## src/rtl/tcn_fifo_reader.sv

```systemverilog
// Read-side walker for the TCN activation window: issues physical reads oldest-block-first and
// streams the returned words over valid/ready. Define TCN_FIFO_DECODE_EN to add the phys->logical decoder.
module tcn_fifo_reader #(
    parameter int ADDR_W = 16,
    parameter int DATA_W = 64
) (
    input  logic              clk,
    input  logic              reset,
    input  logic              FIFO_TCN_active,
    input  logic [ADDR_W-1:0] FIFO_TCN_block_size,
    input  logic [ADDR_W-1:0] FIFO_TCN_total_blocks,
    input  logic              FIFO_TCN_update_pointer,
    input  logic              start,
    output logic              mem_rd_enable,
    output logic [ADDR_W-1:0] mem_rd_address,
    input  logic [DATA_W-1:0] mem_rd_data,
    output logic [DATA_W-1:0] out_data,
    output logic              out_valid,
    input  logic              out_ready,
    output logic              out_last,
    output logic              busy,
    output logic              done
`ifdef TCN_FIFO_DECODE_EN
    ,
    input  logic [ADDR_W-1:0] phys_address_in,
    output logic [ADDR_W-1:0] logical_address_out
`endif
);

    localparam logic [1:0] S_IDLE   = 2'd0;
    localparam logic [1:0] S_READ   = 2'd1;
    localparam logic [1:0] S_DRAIN  = 2'd2;
    localparam logic [1:0] S_FINISH = 2'd3;

    logic [ADDR_W-1:0] total_size;
    logic [ADDR_W-1:0] base;
    logic              upd_q;
    logic [ADDR_W:0]   base_sum;

    logic [1:0]        state, state_next;
    logic [ADDR_W-1:0] base_s, tot_s, lc;
    logic [ADDR_W:0]   rd_sum;

    logic [1:0]        count;
    logic              wr_ptr, rd_ptr;
    logic              inflight_q, inflight_last_q;
    logic [DATA_W-1:0] fifo_data [2];
    logic              fifo_last [2];

    logic              pop, issue, last_issue, credit, drain_done;
    logic [2:0]        occupancy;

    assign total_size = FIFO_TCN_total_blocks * FIFO_TCN_block_size;
    assign base_sum   = {1'b0, base} + {1'b0, FIFO_TCN_block_size};

    // Live base pointer; must advance exactly like the encoder's copy.
    always_ff @(posedge clk or posedge reset) begin
        if (reset) begin
            upd_q <= 1'b0;
            base  <= '0;
        end else begin
            upd_q <= FIFO_TCN_update_pointer;
            if (upd_q) begin
                base <= (base_sum >= {1'b0, total_size}) ? '0 : ADDR_W'(base_sum);
            end
        end
    end

    // A word leaving this cycle frees its slot immediately, which keeps one read per cycle with two entries.
    assign out_valid  = (count != 2'd0);
    assign pop        = out_valid & out_ready;
    assign occupancy  = {1'b0, count} + {2'b00, inflight_q} - {2'b00, pop};
    assign credit     = (occupancy < 3'd2);
    assign issue      = (state == S_READ) && credit;
    assign last_issue = (lc == tot_s - ADDR_W'(1));
    assign drain_done = !inflight_q && ((count == 2'd0) || ((count == 2'd1) && pop));

    assign rd_sum         = {1'b0, lc} + {1'b0, base_s};
    assign mem_rd_enable  = issue;
    assign mem_rd_address = (rd_sum >= {1'b0, tot_s}) ? ADDR_W'(rd_sum - {1'b0, tot_s})
                                                      : ADDR_W'(rd_sum);

    assign out_data = out_valid ? fifo_data[rd_ptr] : '0;
    assign out_last = out_valid & fifo_last[rd_ptr];
    assign busy     = (state == S_READ) || (state == S_DRAIN);
    assign done     = (state == S_FINISH);

    always_comb begin
        state_next = state;
        case (state)
            S_IDLE:   if (start) state_next = (total_size == '0) ? S_FINISH : S_READ;
            S_READ:   if (issue && last_issue) state_next = S_DRAIN;
            S_DRAIN:  if (drain_done) state_next = S_FINISH;
            S_FINISH: state_next = S_IDLE;
            default:  state_next = S_IDLE;
        endcase
    end

    always_ff @(posedge clk or posedge reset) begin
        if (reset) begin
            state           <= S_IDLE;
            base_s          <= '0;
            tot_s           <= '0;
            lc              <= '0;
            inflight_q      <= 1'b0;
            inflight_last_q <= 1'b0;
            count           <= 2'd0;
            wr_ptr          <= 1'b0;
            rd_ptr          <= 1'b0;
        end else begin
            state <= state_next;
            if ((state == S_IDLE) && start) begin
                base_s <= FIFO_TCN_active ? base : '0;
                tot_s  <= total_size;
                lc     <= '0;
            end else if (issue) begin
                lc <= lc + ADDR_W'(1);
            end
            inflight_q      <= issue;
            inflight_last_q <= issue && last_issue;
            if (inflight_q) wr_ptr <= ~wr_ptr;
            if (pop)        rd_ptr <= ~rd_ptr;
            case ({inflight_q, pop})
                2'b10:   count <= count + 2'd1;
                2'b01:   count <= count - 2'd1;
                default: ;
            endcase
        end
    end

    // NOTE: buffer storage has no reset; out_data/out_last are masked by out_valid so stale entries never escape.
    always_ff @(posedge clk) begin
        if (inflight_q) begin
            fifo_data[wr_ptr] <= mem_rd_data;
            fifo_last[wr_ptr] <= inflight_last_q;
        end
    end

`ifdef TCN_FIFO_DECODE_EN
    logic [ADDR_W-1:0] live_base;
    logic [ADDR_W:0]   dec_wrap;

    assign live_base = FIFO_TCN_active ? base : '0;
    assign dec_wrap  = {1'b0, phys_address_in} + {1'b0, total_size} - {1'b0, live_base};

    always_comb begin
        if (phys_address_in >= total_size) begin
            logical_address_out = phys_address_in;
        end else if (phys_address_in >= live_base) begin
            logical_address_out = phys_address_in - live_base;
        end else begin
            logical_address_out = ADDR_W'(dec_wrap);
        end
    end
`endif

endmodule

```

## config.mk

```make
export PLATFORM = sky130hd
export DESIGN_NAME = tcn_fifo_reader
export DESIGN_NICKNAME = d
export VERILOG_FILES = /design/src/rtl/tcn_fifo_reader.sv
export SDC_FILE = /design/constraint.sdc
export NUM_CORES = 1
export LEC_CHECK = 0
export BUFFER_PORTS_ARGS = -buffer_cell sky130_fd_sc_hd__buf_2
export CAP_MARGIN = 10
export CORE_MARGIN = 1.5
export CORE_UTILIZATION = 40
export DETAILED_ROUTE_END_ITERATION = 16
export GPL_TIMING_DRIVEN = 0
export HOLD_SLACK_MARGIN = 0.06
export PLACE_DENSITY = 0.58
export SETUP_SLACK_MARGIN = 0.3
export SKIP_CTS_REPAIR_TIMING = 1
export SYNTH_ARGS = -nofsm -noshare
export SYNTH_HDL_FRONTEND = slang
export SYNTH_SLANG_ARGS = --single-unit
```

## constraint.sdc

```tcl
create_clock -name clk -period 5 [get_ports clk]
set_clock_uncertainty 0.1 [all_clocks]
set_input_delay 1 -clock clk [delete_from_list [all_inputs] [get_ports clk]]
set_output_delay 1 -clock clk [all_outputs]
set_load 0.1 [all_outputs]
```

-- Word level (Yosys, flattened, before mapping)
Memory sizes are Yosys's and may differ from the RTL's.
Cells that the tools add are included.
- add/subtract/negate cells: 9
- multipliers: 1
- magnitude comparators: 3
- equal/unequal tests: 10
- multiplexer cells: 14
- bitwise gates (word level): 4
- reduce and logical (&&, ||, !) cells: 15
- operator list (cell ; number):
    $mux 16 ; 5
    $mux 64 ; 1
    $add 16x16->17 ; 2
    $ge 17x16->1 ; 2
    $add 16x1->16 const B ; 1
    $eq 16x16->1 ; 1
    $logic_not 16->1 ; 1
    $mul 16x16->16 ; 1
    $sub 16x1->16 const B ; 1
    $sub 16x16->16 ; 1
    $mux 2 ; 4
    $pmux 2 s4 ; 1
    $eq 2x1->1 const B ; 3
    $eq 2x2->1 const B ; 3
    $reduce_bool 2->1 ; 3
    $logic_and 1x1->1 ; 5
    $logic_not 2->1 ; 2
    $ne 2x2->1 const B ; 2
    $pmux 2 s2 ; 1
    $add 2x1->3 ; 1
    $lt 3x2->1 const B ; 1
    $reduce_and 3->1 ; 1
    $sub 3x1->3 ; 1
    $add 2x1->2 const B ; 1
    other kinds (7) ; 11
- register bits after elaboration: 73
- bits in writable memories: 130
- logic and storage cells: 69
- memories: 2
- memory list (memory ; words ; bits a word ; rd ports ; clocked after Yosys merged registers in ; wr ports ; RTL line ; text):
    fifo_data ; 2 ; 64 ; 1 ; 0 ; 1 ; 47 ; logic [DATA_W-1:0] fifo_data [2];
    fifo_last ; 2 ; 1 ; 1 ; 0 ; 1 ; 48 ; logic fifo_last [2];

-- Depth between registers and ports, before layout
- word-level depth: 8
- depth in mapped cells: 28
- gate-level depth less buffers: 26

-- Least setup slack after synthesis
OpenSTA, ideal clock, no wires.
- path type: input to register
- start: in FIFO_TCN_block_size[1]
- end: reg base[0]
- data arrival time: 7.295 ns
- data required time: 4.822 ns
- path slack: -2.473 ns
- stages: 26
- buffers on the path: 2
- path through: clkbuf_1 nand2_1 fa_1 fa_1 inv_1 fa_1 inv_1 fa_1 inv_1 fa_1 inv_1 fa_1 inv_1 ha_1 nor4_1 a21oi_1 o311ai_0 a211oi_1 ha_1 and4_1 a221oi_1 o31ai_1 maj3_1 a21o_1 buf_2 o2bb2ai_1
- word-level cells in the longest chain between the ends: 3
- elaborated cells between the ends (all ways): 4
- classes of those cells: add/sub: 1; mul: 1; order compare: 1; mux: 1
- ends and longest elaborated chain (what ; RTL line ; text):
    from (decl) ; 10 ; input logic [ADDR_W-1:0] FIFO_TCN_block_size,
    $mul 16x16->16 / $add 16x16->17 (equally long branches) ; 53, 54 ;
    $ge 17x16->1 (*) ; 64 ; base <= (base_sum >= {1'b0, total_size}) ? '0 : ADDR_W'(base_sum);
    $mux 16 (*) ; 64 ;
    to (signal assigned) ; 64 ;
    to (decl) ; 36 ; logic [ADDR_W-1:0] base;
Every way passes the cells marked *; elsewhere a longest branch is shown, timed or not.
A chain may end at the register's enable or synchronous reset.

-- Worst setup path in the final report
- start: in FIFO_TCN_block_size[5]
- end: reg base[9]
- word-level cells in the longest chain between the ends: 3
- elaborated cells between the ends (all ways): 4
- classes of those cells: add/sub: 1; mul: 1; order compare: 1; mux: 1
- ends and longest elaborated chain (what ; RTL line):
    $mul 16x16->16 / $add 16x16->17 (equally long branches) ; 53, 54
    $ge 17x16->1 ; 64
    $mux 16 (*) ; 64
Marks and branches as above.

==> impl_metrics.tcl <==
set metrics [dict create \
    reg2reg_depth 17 \
    hold_class "input pin to async pin" \
    drc_errors 0 \
    ys.flop_type "edfxtp_1" \
    htree_levels 1 \
    cts_buffers 23 \
    fin_cells 2289 \
    crit_path_start_kind "input pin" \
    grt_pass1_vias 11332 \
    cp_slowest_cell "fa_1" \
    wl_mm 40.1 \
    worstPathRequired_ns 5.37 \
    place.gp.congestion 0.865 \
    synthesis.area_um2 15300 \
    viasPerCell 5.09 \
    hold_violations 0 \
    relSlewSlack_pct 43.4 \
    ys_types 72 \
    drt_iter0_drc 538 \
    io_pins 187 \
    tightest_slew_ns 0.849 \
    antenna_left 0 \
    slew_viol_final 0 \
    post-synth-top-area-cell "edfxtp_1" \
    synth_edf_count 130 \
    syn_to_final_growth_pct 27.4 \
    initial_utilization_pct 40.6 \
    finalCritPeriodShare_pct 138 \
    critical-path-max-stage-delay_ns 0.53 \
    status "finished, violations left" \
    syn_inst 1494 \
    synth_top_family_by_area "adder cells" \
    clk_latency_ns 0.54 \
    min_period_ns 6.89 \
    root_buffer "clkbuf_16" \
    regToRegSetupSlack_ns 0.36 \
    synth_compound_area_share_pct 8.72 \
    dpl.cell_count 2193 \
    dp_hpwl_mm 30.4 \
    r2r-end "base[9]" \
    arrival_ns 7.25 \
    cp-end-kind "flip-flop" \
    fill_cells 3480 \
    synth-xor-area-share_pct 6.46 \
    netlist_top_cells_count "172 x nand2_1, 154 x inv_1, 130 x edfxtp_1" \
    synthMuxAreaShare_pct 5.64 \
    ys_warn_count 0 \
    finalSetupViolCount 38 \
    cpMostUsedCell "fa_1" \
    drive_gt1_share_pct 25.5 \
    syn_area_per_cell_um2 10.2 \
    antenna_found_initial 3 \
    cts_tree "done" \
    synth-simple-area-share_pct 15.0 \
    port_buffers 184 \
    cp_max_fo 6 \
    yosysMostFrequentCell "nand2_1" \
    grt_overflow_total 0 \
    synth_fa_ha_area_share_pct 21.1 \
    clk_pin_slew_worst_paths_ns 0.06 \
    rsz0062_at_grt "yes" \
    drtPass1Iterations 7 \
    ys_ff_latch 203 \
    cap_violations 0 \
    fp-row-count 71 \
    grt_max_degree 58 \
    yosys-top-cells-area "edfxtp_1 26%, dfrtp_1 12%, fa_1 11%, ha_1 10%, mux2i_1 4.5%" \
    track_usage_pct 19.6 \
    die_y_um 198 \
    yosysSeqAreaShare_pct 37.5 \
    chipWidth_um 198 \
    synth_fp_nets 1802 \
    synth_top_cell_area_share_pct 25.6 \
    nets 2069 \
    finalWorstSetupSlack_ns -1.89 \
    dieArea_um2 39300 \
    cts_max_path_buffers 3 \
    async_flop_share_pct 36.0 \
    grt_pass1_wl_mm 60.4 \
    max_freq_ghz 0.145 \
    vias 11662 \
    final_util_pct 51.8 \
    violations "negative setup slack" \
    reg2reg_from "base[1]" \
    coreArea_um2 37600 \
    cts_sinks 203 \
    routed_wire_length_per_instance_um 17.5 \
    critPathKind "input pin to flip-flop" \
]
[layer usage]
| metal | share of wire (%) | up-vias | global-route usage, % |
|---|---|---|---|
| li1 | - | 5610 | - |
| met1 | 46 | 5670 | 27.0 |
| met2 | 46 | 311 | 32.3 |
| met3 | 6.1 | 67 | 3.19 |
| met4 | 2.0 | 4 | 4.75 |
| met5 | 0.057 | - | 0 |
[cells by family after synthesis]
family / Yosys count
muxes: 84
DFF: 203
and+or+nand+nor: 481
AOI/OAI and AO/OA: 193
buffers and inverters: 215
xor gates and xnor gates: 111
adders and majority gates: 207
[how the worst max path moves through the flow]
stage                to  cells past startpoint  slack (ns)                   start
2_1_floorplan   base[0]                     26       -1.83  FIFO_TCN_block_size[5]
3_3_place_gp   base[13]                     27       -2.70  FIFO_TCN_block_size[2]
3_5_place_dp    base[0]                     27       -2.74  FIFO_TCN_block_size[2]
4_1_cts         base[1]                     27       -2.18  FIFO_TCN_block_size[2]
5_1_grt         base[9]                     27       -2.06  FIFO_TCN_block_size[1]
6_report        base[9]                     28       -1.89  FIFO_TCN_block_size[5]
[metrics by stage]
step	setup TNS [ns]	setup slack [ns]	hold slack (ns)	cell area [um2]
floorplan	-32.75	-1.83	0.320	15700
global placement	-96.51	-2.70	0.331	17300
detailed placement	-64.19	-2.74	0.329	17400
CTS	-59.96	-2.18	0.305	18100
global route	-55.81	-2.06	0.318	19400
finish	-48.46	-1.89	0.318	19400
[critical path: cells and delay by family]
kind                     cells  cell delay, ns
buffers and inverters        9            0.78
AND/OR/NAND/NOR              3            0.57
adder cells (fa/ha/maj)      9            3.87
AO/OA/AOI/OAI                7            1.00
[placed cells by master, fill, tap and decap left out, drive strengths merged, types with 9 or more instances in the layout]
master and n:
nand2 172, nor2 127, mux2 16, nor2b 10, dfrtp 73, ha 122
o2bb2ai 13, nor3 16, o21ai 40, a31oi 9, clkbuf 61, inv 155
and3 10, mux2i 68, buf 269, fa 84, a211oi 12, nand4 12
a21o 26, edfxtp 130, o21a 12, a21oi 38, nand3 32, and2 66
xnor2 64, xor2 46
[layout make-up]
cell class	count	area, um2	area share, %
Antenna cell	1	2.50	0.0129
Buffer	61	448	2.30
Clock buffer	27	591	3.04
Clock inverter	14	164	0.843
Inverter	154	586	3.01
Multi-Input combinational cell	1076	9450	48.6
Sequential cell	203	5740	29.5
Tap cell	511	639	3.29
Timing Repair Buffer	242	1840	9.44
[registers in the layout, summed over array words and instances, names as in the netlist]
signal,flops
rd_ptr,1
upd_q,1
fifo_last,2
inflight_last_q,1
lc,16
state,2
wr_ptr,1
fifo_data,128
inflight_q,1
base,16
tot_s,16
count,2
base_s,16
Power is left out: the tool's default activity adds up to more than one toggle a clock period on the data nets, which glitch-free logic cannot reach.
